===== config.mk =====
export PLATFORM = sky130hd
export DESIGN_NAME = hall_pulse_counter
export DESIGN_NICKNAME = d
export VERILOG_FILES = /design/src/rtl/hall_pkg.sv /design/src/rtl/hall_channel.sv /design/src/rtl/hall_pulse_counter.sv
export SDC_FILE = /design/constraint.sdc
export NUM_CORES = 1
export LEC_CHECK = 0
export ABC_AREA = 1
export BUFFER_PORTS_ARGS = -buffer_cell sky130_fd_sc_hd__buf_2
export CAP_MARGIN = 30
export CORE_AREA = 2 2 76 97
export CTS_BUF_LIST = sky130_fd_sc_hd__clkbuf_8
export DETAILED_ROUTE_END_ITERATION = 6
export DIE_AREA = 0 0 78 99
export PLACE_DENSITY = 0.72
export SKIP_CTS_REPAIR_TIMING = 1
export SLEW_MARGIN = 40
export SYNTH_ARGS = -nofsm -noshare
export SYNTH_HDL_FRONTEND = slang
export SYNTH_SLANG_ARGS = --single-unit

===== constraint.sdc =====
create_clock -name clk -period 2.09 [get_ports clk]
set_input_delay 0.1045 -clock clk [delete_from_list [all_inputs] [get_ports clk]]
set_output_delay 0.1045 -clock clk [all_outputs]
set_load 0.01 [all_outputs]

===== src/rtl/hall_pkg.sv =====
// ============================================================================
//  Module  : hall_pkg
//  Brief   : Shared state encoding and default constants for the hall counter.
//  Revision: 1.0
// ============================================================================
`default_nettype none

package hall_pkg;

    localparam int c_DEF_CHANNELS       = 2;
    localparam int c_DEF_CNT_W          = 11;
    localparam int c_DEF_SYNC_STAGES    = 2;
    localparam int c_DEF_TIMEOUT_CYCLES = 1_000_000;

    typedef enum logic [1:0] {
        IDLE  = 2'd0,
        RUN   = 2'd1,
        DONE  = 2'd2,
        FAULT = 2'd3
    } hall_state_t;

endpackage

`default_nettype wire


===== src/rtl/hall_channel.sv =====
// ============================================================================
//  Module  : hall_channel
//  Brief   : One hall channel: synchroniser, edge detect, move FSM and counter.
//            Stall timer present only when HALL_STALL_TIMEOUT_EN is defined.
//  Revision: 1.0
// ============================================================================
`default_nettype none

module hall_channel
    import hall_pkg::*;
#(
    parameter int CNT_W          = c_DEF_CNT_W,
    parameter int SYNC_STAGES    = c_DEF_SYNC_STAGES,
    parameter int TIMEOUT_CYCLES = c_DEF_TIMEOUT_CYCLES
) (
    input  logic             clk,
    input  logic             RESET,
    input  logic             hall_in,
    input  logic             load,
    input  logic [CNT_W-1:0] target,
    output logic             run,
    output logic             done,
    output logic             fault,
    output logic [CNT_W-1:0] count
);

    if (SYNC_STAGES < 2 || SYNC_STAGES > 3) begin : g_bad_sync
        $error("hall_channel: SYNC_STAGES must be 2..3");
    end
    if (TIMEOUT_CYCLES < 2) begin : g_bad_timeout
        $error("hall_channel: TIMEOUT_CYCLES must be at least 2");
    end

    logic [SYNC_STAGES-1:0] r_sync;
    logic                   r_hall_prev;
    logic                   w_edge;

    hall_state_t            r_state;
    hall_state_t            w_state_nxt;
    logic [CNT_W-1:0]       r_count;
    logic [CNT_W-1:0]       r_target;
    logic [CNT_W-1:0]       w_count_nxt;
    logic [CNT_W-1:0]       w_target_nxt;
    logic [CNT_W-1:0]       w_count_inc;

    always_ff @(posedge clk) begin
        if (RESET) begin
            r_sync      <= '0;
            r_hall_prev <= 1'b0;
        end else begin
            r_sync      <= {r_sync[SYNC_STAGES-2:0], hall_in};
            r_hall_prev <= r_sync[SYNC_STAGES-1];
        end
    end

    assign w_edge      = r_sync[SYNC_STAGES-1] & ~r_hall_prev;
    assign w_count_inc = r_count + 1'b1;

`ifdef HALL_STALL_TIMEOUT_EN
    localparam int                c_TMR_W    = $clog2(TIMEOUT_CYCLES);
    localparam logic [c_TMR_W-1:0] c_TMR_LAST = c_TMR_W'(TIMEOUT_CYCLES - 1);

    logic [c_TMR_W-1:0] r_timer;
    logic               w_stall;

    // Timer measures the gap since the last counted edge (or the load).
    always_ff @(posedge clk) begin
        if (RESET || load) begin
            r_timer <= '0;
        end else if (r_state == RUN) begin
            r_timer <= w_edge ? '0 : r_timer + 1'b1;
        end
    end

    assign w_stall = (r_timer == c_TMR_LAST);
    assign fault   = (r_state == FAULT);
`else
    assign fault   = 1'b0;
`endif

    always_comb begin
        w_state_nxt  = r_state;
        w_count_nxt  = r_count;
        w_target_nxt = r_target;
        if (load) begin
            w_target_nxt = target;
            w_count_nxt  = '0;
            w_state_nxt  = (target == '0) ? DONE : RUN;
        end else begin
            case (r_state)
                RUN: begin
                    if (w_edge) begin
                        w_count_nxt = w_count_inc;
                        if (w_count_inc == r_target) begin
                            w_state_nxt = DONE;
                        end
`ifdef HALL_STALL_TIMEOUT_EN
                    end else if (w_stall) begin
                        w_state_nxt = FAULT;
`endif
                    end
                end
                DONE:    w_state_nxt = IDLE;
                default: w_state_nxt = r_state;
            endcase
        end
    end

    always_ff @(posedge clk) begin
        if (RESET) begin
            r_state  <= IDLE;
            r_count  <= '0;
            r_target <= '0;
        end else begin
            r_state  <= w_state_nxt;
            r_count  <= w_count_nxt;
            r_target <= w_target_nxt;
        end
    end

    assign run   = (r_state == RUN);
    assign done  = (r_state == DONE);
    assign count = r_count;

endmodule

`default_nettype wire


===== src/rtl/hall_pulse_counter.sv =====
// ============================================================================
//  Module  : hall_pulse_counter
//  Brief   : Multi-channel hall pulse move counter. Define HALL_STALL_TIMEOUT_EN
//            to enable per-channel stall detection (fault output).
//  Revision: 1.0
// ============================================================================
`default_nettype none

module hall_pulse_counter
    import hall_pkg::*;
#(
    parameter int CHANNELS       = c_DEF_CHANNELS,
    parameter int CNT_W          = c_DEF_CNT_W,
    parameter int SYNC_STAGES    = c_DEF_SYNC_STAGES,
    parameter int TIMEOUT_CYCLES = c_DEF_TIMEOUT_CYCLES
) (
    input  logic                      clk,
    input  logic                      RESET,
    input  logic [CHANNELS-1:0]       hall_in,
    input  logic [CHANNELS-1:0]       load,
    input  logic [CHANNELS*CNT_W-1:0] target,
    output logic [CHANNELS-1:0]       run,
    output logic [CHANNELS-1:0]       done,
    output logic [CHANNELS*CNT_W-1:0] count,
    output logic [CHANNELS-1:0]       fault
);

    if (CHANNELS < 1 || CHANNELS > 8) begin : g_bad_channels
        $error("hall_pulse_counter: CHANNELS must be 1..8");
    end

    for (genvar g = 0; g < CHANNELS; g++) begin : g_chan
        hall_channel #(
            .CNT_W          (CNT_W),
            .SYNC_STAGES    (SYNC_STAGES),
            .TIMEOUT_CYCLES (TIMEOUT_CYCLES)
        ) u_channel (
            .clk     (clk),
            .RESET   (RESET),
            .hall_in (hall_in[g]),
            .load    (load[g]),
            .target  (target[g*CNT_W +: CNT_W]),
            .run     (run[g]),
            .done    (done[g]),
            .fault   (fault[g]),
            .count   (count[g*CNT_W +: CNT_W])
        );
    end

endmodule

`default_nettype wire

# After elaboration in Yosys (flattened, before gate mapping)

Index checks and enable logic that the tools add are counted.

Flip-flop bits (word level): 54
Input port bits: 28
Output and inout port bits: 28

Add/subtract/negate cells: 2
Equal/unequal tests: 10
Muxes and demuxes: 10
Bitwise operators: 4
Reduce and logical (&&, ||, !) cells: 10

Operators with widths:

| cell                  | number |
|---|---|
| $add 11x1->11 const B | 2 |
| $eq 11x11->1          | 2 |
| $logic_not 11->1      | 2 |
| $mux 2                | 8 |
| $ne 3x3->1 const B    | 4 |
| $pmux 2 s2            | 2 |
| $reduce_and 3->1      | 2 |
| $reduce_bool 3->1     | 2 |
| $eq 2x1->1 const B    | 2 |
| $eq 2x2->1 const B    | 2 |
| $reduce_and 2->1      | 2 |
| $reduce_or 2->1       | 2 |
| $and 1x1->1           | 2 |
| $not 1->1             | 2 |

# Logic depth before layout (Yosys ltp)

Gate-level depths: netlist (run 1).

Depth in word-level cells: 6
Gate-level depth with buffers: 15

# Cells and area by module

From an unflattened synthesis (run 1), not the netlist that was laid out.

Cells, all modules: 478
Area, all modules: 3,108.0 um2

Modules (own cells, without submodules):

| module       | times used | cells an instance | area an instance (um2) |
|---|---|---|---|
| hall_channel | 2          | 239               | 1,554.0 |

# Worst setup path before layout (run 1)

OpenSTA, ideal clock, no wires.

Path kind: reg-to-reg
Start point: reg g_chan[1].u_channel.r_count[1]
End point: reg g_chan[1].u_channel.r_state[0]
Arrival time: 1.529 ns
Data required time: 1.981 ns
Setup slack: 0.452 ns
Cell stages (with the launch flop): 15
Clock period less this slack: 1.638 ns
Path through: dfxtp_1 > ha_1 > nand3_1 > nor2_1 > nand2_1 > nand2_1 > nand2_1 > nand2_1 > nand2_1 > nor2_1 > nand2_1 > nand2_1 > nand3_1 > nand2_1 > inv_1

Longest elaborated chain between the ends: 4

RTL lines:

| item                              | RTL line            | RTL |
|---|---|---|
| from (decl)                       | hall_channel.sv:40  | `logic [CNT_W-1:0] r_count;` |
| from (signal assigned)            | hall_channel.sv:116 | `r_count <= w_count_nxt;` |
| $add 11x1->11                     | hall_channel.sv:57  | `assign w_count_inc = r_count + 1'b1;` |
| $eq 11x11->1                      | hall_channel.sv:94  | `if (w_count_inc == r_target) begin` |
| $ne 3x3->1 (no source line)       | n/a                 |  |
| $reduce_and 3->1 (no source line) | n/a                 |  |
| to (signal assigned)              | hall_channel.sv:115 | `r_state <= w_state_nxt;` |
| to (decl)                         | hall_channel.sv:38  | `hall_state_t r_state;` |

Every way passes these cells.
A chain may end at the register's enable or synchronous reset.

# Worst setup path in the final report (run 1)

Start point: reg g_chan[0].u_channel.r_count[0]
End point: reg g_chan[0].u_channel.r_state[0]

Longest elaborated chain between the ends: 4

RTL lines:

| item                              | RTL line |
|---|---|
| from (decl)                       | hall_channel.sv:40 |
| from (signal assigned)            | hall_channel.sv:116 |
| $add 11x1->11                     | hall_channel.sv:57 |
| $eq 11x11->1                      | hall_channel.sv:94 |
| $ne 3x3->1 (no source line)       | n/a |
| $reduce_and 3->1 (no source line) | n/a |
| to (signal assigned)              | hall_channel.sv:115 |
| to (decl)                         | hall_channel.sv:38 |

Every way passes these cells.

==> results of run 1 <==
## cells in the final DEF (no fill, tap or decap), drive strengths merged, types with 6 or more instances in the layout
| cell type | n |
|---|---|
| nand3 | 47 |
| o21ai | 42 |
| inv | 76 |
| nand2 | 110 |
| a21oi | 34 |
| buf | 57 |
| o211ai | 6 |
| dfxtp | 54 |
| nor2 | 61 |
## path summary, 6_finish.rpt
| path | to | depth (start not counted) | slack [ps] |
|---|---|---|---|
| worst max-delay path | g_chan[0].u_channel.r_state[0]$_SDFFE_PP0P_ | 14 | 250 |
| worst min register to register | g_chan[1].u_channel.r_sync[1]$_SDFF_PP0_ | 2 | 420 |
| worst min-delay path | g_chan[0].u_channel.r_sync[0]$_SDFF_PP0_ | 3 | -20 |
| worst max register to register | g_chan[0].u_channel.r_state[0]$_SDFFE_PP0P_ | 14 | 250 |
## power groups by stage
| stage | registers (mW) | logic (mW) | clock network (mW) |
|---|---|---|---|
| 3_3_place_gp | 1.12 | 0.230 | 0 |
| 6_report | 1.10 | 0.235 | 0.752 |
| 3_5_place_dp | 1.12 | 0.235 | 0 |
| 4_1_cts | 1.10 | 0.235 | 0.764 |
| 5_1_grt | 1.11 | 0.271 | 0.802 |
| 2_1_floorplan | 1.12 | 0.165 | 0 |
## cell families after synthesis
family	Yosys count	synth area share (%)
and+or+nand+nor	233	34.9
buffers and inverters	92	12.4
AOI/OAI and AO/OA	86	15.7
DFF	54	36.1
adders and majority gates	2	0.836
other	1	0.125
## final cells by class
type	instances	area share [%]
clock buffers	5	1.99
flip-flops and latches	54	31.3
multi-input cells	323	44.8
well taps	90	3.26
clock inverters	3	1.41
repair buffers	58	8.84
inverters	77	8.37
## registers in the layout, indices dropped and copies added, names as in the netlist
register / cells
g_chan.u_channel.count: 22
g_chan.u_channel.r_target: 22
g_chan.u_channel.r_state: 4
g_chan.u_channel.r_sync: 4
g_chan.u_channel.r_hall_prev: 2
## Yosys cell counts, drive strengths merged
library cell | instances | area share (%)
nand4 | 3 | 0.63
nand3b | 3 | 0.75
a211oi | 2 | 0.50
conb | 1 | 0.13
nor3 | 5 | 1.6
dfxtp | 54 | 36
nor2 | 61 | 8.7
o21ai | 42 | 7.3
a21oi | 34 | 5.9
nor4 | 4 | 0.84
inv | 75 | 9.4
clkinv | 2 | 0.25
buf | 8 | 1.8
o21bai | 2 | 0.50
ha | 2 | 0.84
clkbuf | 7 | 0.88
nand2 | 110 | 14
o211ai | 6 | 1.5
nand3 | 47 | 8.0
## routing by layer
metal | vias up | global-route usage [%] | share of wire (%)
met5 | - | 0 | 0
met4 | 0 | 6.88 | 2.1
met3 | 12 | 3.48 | 4.6
met2 | 71 | 33.6 | 49
met1 | 1353 | 23.0 | 44
li1 | 1583 | - | -
## worst register-to-register path, stage by stage, from the launching register on
cell and delay [ps]:
dfxtp_1 430, ha_1 240, nand2_2 130, nor2_4 180, nand2_1 80, nand2_2 90, nor2_1 40, nor2_1 100
nand2_1 50, nor2_1 80, nand2_1 70, nand2_1 90, nand3_1 70, nand2_1 60, inv_1 40
## metrics by stage
step | total power [mW] | cells | worst slack [ps] | hold slack, ps
5_1_grt | 2.18 | 610 | 30.9 | 4.80
3_3_place_gp | 1.35 | 601 | 288 | 309
3_5_place_dp | 1.36 | 601 | 268 | 313
2_1_floorplan | 1.28 | 469 | 452 | 211
4_1_cts | 2.10 | 609 | 243 | -29.2
6_report | 2.09 | 610 | 249 | -23.3
==> impl_results.md, run 1 <==
* Status: finished, violations left
* Failing checks: negative hold slack
* Drt total wl at 7040 um
* RSZ-0062 raised after global routing: no
* Clock skew after layout at 11.5 ps
* TritonCTS buffer count at 5
* Nets at 549
* Post-synth cell types at 27
* Multi-input logic area at 1550 um2
* Crit Path Max Fanout at 5
* Worst Setup End Kind: register
* Clock slew at reported path FFs at 110 ps
* Syn Inst Count at 468
* WS Path Type: reg -> reg
* Fillers at 729
* Logic pwr share at 11.3%
* Antenna violations before repair at 0
* Vias at 3019
* Clk root buf: clkbuf_8
* Clock Path Buffers at 2
* Tightest Pin Transition at 639 ps
* N_diodes at 0
* Total grt overflow at 0
* Internal power at 1.53 mW
* Post-DP Area at 3320 um2
* Switching power at 0.559 mW
* GRT Resource Usage Total at 19.1%
* Die span in x at 78 um
* Largest net degree at the start of global routing at 27
* DR DRC count at 0
* Drt pass-1 iters at 4
* Detailed placer's ending HPWL at 5540 um
* P per Cell Area at 604 nW/um2
* # IOs at 56
* Slowest CP cell: dfxtp_1
* Max-cap viol count at 0
* Final core occ at 50.8%
* CP Launch Point: g_chan[0].u_channel.count[0]$_SDFFE_PP0P_
* Fmax at 0.543 GHz
* Final GP Congestion at 0.835
* Setup violations, final at 0
* PortBufs at 53
* Hold_ws at -23.3 ps
* CTS tree: done
* Die footprint at 7720 um2
* P_leak at 1.64 nW
* Register share of total power at 52.7%
* Core Box Area at 6810 um2
* Hold/Removal Path Class: in -> reg
* Antenna Violating Nets Remaining at 0
* Vias per Instance at 4.95
* Area grow syn2layout at 15.4%
* Most common cell on crit path: nand2_1
* Max-slew violation count at 0
* Reg area at 1080 um2
* Worst r2r src: g_chan[0].u_channel.count[0]$_SDFFE_PP0P_
* Vias in the first global route at 2714
* Worst relative slew slack at 57.4%
* Post-Syn Area at 2990 um2
* Die Ht at 99 um
* Post-Route Setup TNS at 0 ps
* Hold Vio Cnt, Final at 1
* Sequential share of the synthesized area at 36.1%
* CP max stage delay at 430 ps
* Sw Share at 26.8%
* Post-route design area at 3450 um2
* First-pass GRT wire length at 12000 um
* Startpoint Class: register
* CP Cell Sequence: ha_1 -> nand2_2 -> nor2_4 -> nand2_1 -> nand2_2 -> nor2_1 -> nor2_1 -> nand2_1 -> nor2_1 -> nand2_1 -> nand2_1 -> nand3_1 -> nand2_1 -> inv_1
* Synthesis Warnings at 0
* Worst-Skew Late Latency at 320 ps
* Required @ worst endpoint at 2320 ps
* Clk pwr share at 36.0%
* Share of cells above drive strength 1 at 16.2%
* Syn avg cell area at 6.40 um2
* Hold Crit Start: hall_in[0]
* Rows at 34
* Kind of cell adding the most delay to the critical path: simple AND/OR/NAND/NOR gates
* H-tree levels at 2
* Crit path DAT at 2070 ps
* Iter 0 DRT Violations at 92
* Maximum vdd ir drop at 416 uV
* Min Tclk post-route at 1840 ps
* Buf/Inv on CP at 1
* Tcrit/Tclk final at 88.1%
* Initial core utilization at 44.0%
* Wire per inst at 11.5 um
* Synth Register Bits at 54
* Clock sink count at 54
(Power assumes the default switching activity.)
==> run 2: changes to the inputs <==
- clock period: 2.09 -> 2 ns (I/O delays scaled with it)
==> run 2 against run 1 <==
Net effect:
- the run still ends with negative hold slack left
- maximum frequency is 2.8% higher
- sequential cell count stayed put
- worst hold slack better by 2.5 ps
- via count increased by 0.70%
- combinational power grew 5%
- critical path type unchanged
- largest power group unchanged
- highest routed layer unchanged
==> impl_results.md, run 2 (same netlist as run 1, synthesis figures left out) <==
* Status: finished, violations left (unchanged)
* Failing checks: negative hold slack (unchanged)
* Hold Vio Cnt, Final at 1 (unchanged)
* Vias per Instance at 4.98 (was 4.95)
* Worst Setup End Kind: register (unchanged)
* Total grt overflow at 0 (unchanged)
* Vias in the first global route at 2759 (was 2714)
* Fillers at 717 (was 729)
* Iter 0 DRT Violations at 106 (was 92)
* Slowest CP cell: dfxtp_1 (unchanged)
* Min Tclk post-route at 1790 ps (was 1840 ps)
* Rows at 34 (unchanged)
* Nets at 549 (unchanged)
* Setup violations, final at 0 (unchanged)
* RSZ-0062 raised after global routing: no (unchanged)
* CTS tree: done (unchanged)
* Startpoint Class: register (unchanged)
* Die span in x at 78 um (unchanged)
* Final GP Congestion at 0.835 (unchanged)
* Core Box Area at 6810 um2 (unchanged)
* Required @ worst endpoint at 2220 ps (was 2320 ps)
* Clock slew at reported path FFs at 100 ps (was 110 ps)
* Clock Path Buffers at 2 (unchanged)
* Worst relative slew slack at 58.4% (was 57.4%)
* WS Path Type: reg -> reg (unchanged)
* Post-Route Setup TNS at 0 ps (unchanged)
* Max-cap viol count at 0 (unchanged)
* First-pass GRT wire length at 12000 um (about the same)
* Fmax at 0.559 GHz (was 0.543 GHz)
* Antenna Violating Nets Remaining at 0 (unchanged)
* Area grow syn2layout at 15.6% (was 15.4%)
* Tightest Pin Transition at 624 ps (was 639 ps)
* GRT Resource Usage Total at 18.9% (was 19.1%)
* Vias at 3040 (was 3019)
* CP Launch Point: g_chan[0].u_channel.count[1]$_SDFFE_PP0P_ (was g_chan[0].u_channel.count[0]$_SDFFE_PP0P_)
* N_diodes at 0 (unchanged)
* Worst r2r src: g_chan[0].u_channel.count[1]$_SDFFE_PP0P_ (was g_chan[0].u_channel.count[0]$_SDFFE_PP0P_)
* Buf/Inv on CP at 1 (unchanged)
* DR DRC count at 0 (unchanged)
* Reg-to-reg setup timing slack at 210 ps (was 250 ps)
* Die footprint at 7720 um2 (unchanged)
* PortBufs at 53 (unchanged)
* Initial core utilization at 44.0% (unchanged)
* Crit Path Max Fanout at 5 (unchanged)
* Max-slew violation count at 0 (unchanged)
* Min setup slack post-route at 209 ps (was 249 ps)
* Tcrit/Tclk final at 89.5% (was 88.1%)
* Wire per inst at 11.6 um (was 11.5 um)
* Crit path DAT at 2010 ps (was 2070 ps)
* H-tree levels at 2 (unchanged)
* Hold/Removal Path Class: in -> reg (unchanged)
* CP Cell Sequence: ha_2 -> nand2_2 -> nor2_4 -> nand2_1 -> nand2_2 -> nor2_1 -> nor2_1 -> nand2_1 -> nor2_1 -> nand2_1 -> nand2_1 -> nand3_1 -> nand2_1 -> inv_1 (was ha_1 -> nand2_2 -> nor2_4 -> nand2_1 -> nand2_2 -> nor2_1 -> nor2_1 -> nand2_1 -> nor2_1 -> nand2_1 -> nand2_1 -> nand3_1 -> nand2_1 -> inv_1)
* TritonCTS buffer count at 5 (unchanged)
* Hold Crit Start: hall_in[0] (unchanged)
* CP max stage delay at 420 ps (was 430 ps)
* Share of cells above drive strength 1 at 16.5% (was 16.2%)
* Most frequent cells in the layout: 104 x nand2_1, 75 x inv_1, 55 x nor2_1 (unchanged)
* P_leak at 1.64 nW (about the same)
* Final core occ at 50.9% (was 50.8%)
* Most common cell on crit path: nand2_1 (unchanged)
* Worst-Skew Late Latency at 320 ps (about the same)
* Clock sink count at 54 (unchanged)
* Clock skew after layout at 17.3 ps (was 11.5 ps)
* Antenna violations before repair at 0 (unchanged)
* Largest net degree at the start of global routing at 27 (unchanged)
* Pre-CTS WS at 181 ps (was 268 ps)
* Maximum vdd ir drop at 404 uV (was 416 uV)
* P per Cell Area at 634 nW/um2 (was 604 nW/um2)
* # IOs at 56 (unchanged)
* Hold_ws at -20.8 ps (was -23.3 ps)
* Detailed placer's ending HPWL at 5550 um (was 5540 um)
* Kind of cell adding the most delay to the critical path: simple AND/OR/NAND/NOR gates (unchanged)
* Die Ht at 99 um (unchanged)
* Clk root buf: clkbuf_8 (unchanged)
* Drt pass-1 iters at 4 (unchanged)
* Drt total wl at 7090 um (was 7040 um)
* Most common cell after layout, fill and taps aside: nand2_1 (unchanged)
run 2: changes by cell type in the layout (fill, tap and decap cells not counted):
cell	delta
clkbuf_8	+1
clkinvlp_4	-1
dfxtp_1	-1
dfxtp_2	+1
ha_1	-1
ha_2	+1
inv_6	+1
inv_8	-1
run 2: routing by layer:
| layer | GRT usage [%] | share of wire (%) | wire (um) |
|---|---|---|---|
| met4 | 5.53 | 1.2 | 86 |
| met1 | 22.0 | 44 | 3140 |
| met2 | 35.3 | 51 | 3590 |
| met5 | 0 | 0 | 0 |
| met3 | 3.02 | 3.8 | 268 |
run 2: stage by stage:
stage	area (um2)	power [mW]	hold WS, ps	instances
global route	3460	2.29	11.4	610
CTS	3450	2.21	-26.0	609
floorplan	3000	1.34	207	469
global placement	3320	1.41	304	601
finish	3460	2.20	-20.8	610
detailed placement	3320	1.42	309	601
run 2: cell type report:
class / instances / area (um2) / share of cell area, %
clock buffers: 6 / 82.6 / 2.39
flip-flops and latches: 54 / 1080 / 31.3
repair buffers: 58 / 305 / 8.82
clock inverters: 2 / 38.8 / 1.12
well taps: 90 / 113 / 3.25
multi-input cells: 323 / 1550 / 44.8
inverters: 77 / 289 / 8.35
run 2: power by group:
part | internal (mW) | switching, mW
sequential | 1.12 | 0.0287
clock | 0.413 | 0.387
combinational | 0.0935 | 0.154
total | 1.63 | 0.569
run 2: worst reg2reg max path, delay by kind of cell (launching register included):
| family | cells | cell delay (ps) |
|---|---|---|
| buf+inv | 1 | 40 |
| simple gates | 12 | 1020 |
| fa+ha+maj | 1 | 240 |
| flops | 1 | 420 |
run 2: final timing paths:
path,end,depth (start not counted)
worst min register to register,g_chan[1].u_channel.r_sync[1]$_SDFF_PP0_,2
worst max-delay path,g_chan[0].u_channel.r_state[0]$_SDFFE_PP0P_,14
worst min-delay path,g_chan[0].u_channel.r_sync[0]$_SDFF_PP0_,3
worst max register to register,g_chan[0].u_channel.r_state[0]$_SDFFE_PP0P_,14
==> run 3: changes to the inputs <==
- MAX_ROUTING_LAYER: default -> met4
- SLEW_MARGIN: 40 -> default
==> run 3 against run 2 <==
Net effect:
- the run now ends clean
- clock-buffer cell count shrank 1
- critical path type unchanged
- global-route usage is 0.70 points higher
- sequential cell count stayed put
- largest cell class unchanged
==> impl_results.md, run 3 (same netlist as run 1, synthesis figures left out) <==
* Status: completed (was finished, violations left)
* Final core occ at 50.3% (was 50.9%)
* Antenna violations before repair at 0 (unchanged)
* Maximum vdd ir drop at 345 uV (was 404 uV)
* Antenna Violating Nets Remaining at 0 (unchanged)
* Power, Total at 2.01 mW (was 2.20 mW)
* Hold/Removal Path Class: in -> reg (unchanged)
* Min setup slack post-route at 235 ps (was 209 ps)
* Post-Route Setup TNS at 0 ps (unchanged)
* Fmax at 0.567 GHz (was 0.559 GHz)
* TritonCTS buffer count at 5 (unchanged)
* Total grt overflow at 0 (unchanged)
* Clock sink count at 54 (unchanged)
* GRT Resource Usage Total at 19.6% (was 18.9%)
* First-pass GRT wire length at 12100 um (was 12000 um)
* DR DRC count at 0 (unchanged)
* Die footprint at 7720 um2 (unchanged)
* Worst Setup End Kind: register (unchanged)
* Max-cap viol count at 0 (unchanged)
* Tcrit/Tclk final at 88.2% (was 89.5%)
* Die Ht at 99 um (unchanged)
* Reg2reg end: g_chan[0].u_channel.r_state[0]$_SDFFE_PP0P_ (unchanged)
* Clock slew at reported path FFs at 100 ps (about the same)
* Worst Reg-to-Reg Cells at 14 (unchanged)
* P_leak at 1.63 nW (was 1.64 nW)
* WS Path Type: reg -> reg (unchanged)
* Hold Crit Start: target[20] (was hall_in[0])
* Wire per inst at 11.7 um (was 11.6 um)
* Final GP Congestion at 0.860 (was 0.835)
* Crit path DAT at 1980 ps (was 2010 ps)
* Reg-to-reg setup timing slack at 240 ps (was 210 ps)
* Clock Path Buffers at 2 (unchanged)
* N_diodes at 0 (unchanged)
* Most common cell after layout, fill and taps aside: nand2_1 (unchanged)
* Most frequent cells in the layout: 104 x nand2_1, 75 x inv_1, 55 x nor2_1 (unchanged)
* Min Tclk post-route at 1760 ps (was 1790 ps)
* Vias per Instance at 4.94 (was 4.98)
* Vias in the first global route at 2761 (was 2759)
* Required @ worst endpoint at 2220 ps (about the same)
* Worst-Skew Late Latency at 310 ps (was 320 ps)
* Worst relative slew slack at 55.7% (was 58.4%)
* PortBufs at 53 (unchanged)
* Clock skew after layout at 9.50 ps (was 17.3 ps)
* Die span in x at 78 um (unchanged)
* # IOs at 56 (unchanged)
* Worst r2r src: g_chan[0].u_channel.count[1]$_SDFFE_PP0P_ (unchanged)
* Fillers at 739 (was 717)
* Max-slew violation count at 0 (unchanged)
* Setup violations, final at 0 (unchanged)
* H-tree levels at 2 (unchanged)
* P per Cell Area at 587 nW/um2 (was 634 nW/um2)
* Drt total wl at 7130 um (was 7090 um)
* Rows at 34 (unchanged)
* Critical Path Sink: g_chan[0].u_channel.r_state[0]$_SDFFE_PP0P_ (unchanged)
* Largest net degree at the start of global routing at 27 (unchanged)
* Vias at 3008 (was 3040)
* Hold Vio Cnt, Final at 0 (was 1)
* CP Launch Point: g_chan[0].u_channel.count[1]$_SDFFE_PP0P_ (unchanged)
* Area grow syn2layout at 14.5% (was 15.6%)
* Crit Path Max Fanout at 5 (unchanged)
* Detailed placer's ending HPWL at 5540 um (was 5550 um)
* Startpoint Class: register (unchanged)
* Clk root buf: clkbuf_8 (unchanged)
* Initial core utilization at 44.0% (unchanged)
* Share of cells above drive strength 1 at 16.4% (was 16.5%)
* Iter 0 DRT Violations at 91 (was 106)
* RSZ-0062 raised after global routing: no (unchanged)
* Tightest Pin Transition at 664 ps (was 624 ps)
* CTS tree: done (unchanged)
* Core Box Area at 6810 um2 (unchanged)
* Pre-CTS WS at 196 ps (was 181 ps)
* Drt pass-1 iters at 4 (unchanged)
* Nets at 549 (unchanged)
[run 3: stage by stage]
step                      hold slack (ps)  instances  instance area [um2]
final                                32.2        609                 3430
after global routing                 34.3        609                 3430
after CTS                           -20.4        607                 3400
after detailed placement              310        600                 3320
after global placement                304        600                 3320
after floorplan                       207        469                 3000
[run 3: where the power goes]
| part | switching, mW | leakage, nW | internal (mW) |
|---|---|---|---|
| clock network | 0.371 | 0.0444 | 0.243 |
| logic | 0.152 | 1.14 | 0.0935 |
| registers | 0.0287 | 0.444 | 1.12 |
[run 3: final cells by class]
cell class,instances,area (um2),share of cell area [%]
multi-input combinational,323,1550,45.3
inverter,77,289,8.43
timing repair buffer,58,308,8.98
clock inverter,2,13.8,0.402
sequential,54,1080,31.6
tap,90,113,3.29
clock buffer,5,68.8,2.01
[run 3: worst max-delay path, stage by stage, from the launching register on]
cell     delay [ps]
dfxtp_1         410
ha_2            240
nand2_2         110
nor2_4          170
nand2_1          80
nand2_2         100
nor2_1           40
nor2_1           90
nand2_1          50
nor2_1           80
nand2_1          70
nand2_1          80
nand3_1          80
nand2_1          60
inv_1            30
[run 3: how the worst min path moves through the flow]
stage / endpoint / cells after the start
after CTS: g_chan[1].u_channel.r_sync[0]$_SDFF_PP0_ / 3
after floorplan: g_chan[0].u_channel.r_sync[0]$_SDFF_PP0_ / 2
after global routing: g_chan[1].u_channel.r_target[3]$_SDFFE_PP0P_ / 3
final: g_chan[1].u_channel.r_target[9]$_SDFFE_PP0P_ / 3
after detailed placement: g_chan[1].u_channel.r_sync[0]$_SDFF_PP0_ / 3
after global placement: g_chan[1].u_channel.r_sync[0]$_SDFF_PP0_ / 3
[run 3: metal layers]
layer / track usage (%) / share of wire (%)
met1: 22.5 / 43
met4: 5.67 / 1.5
met5: - / 0
met3: 3.66 / 4.0
met2: 34.7 / 51
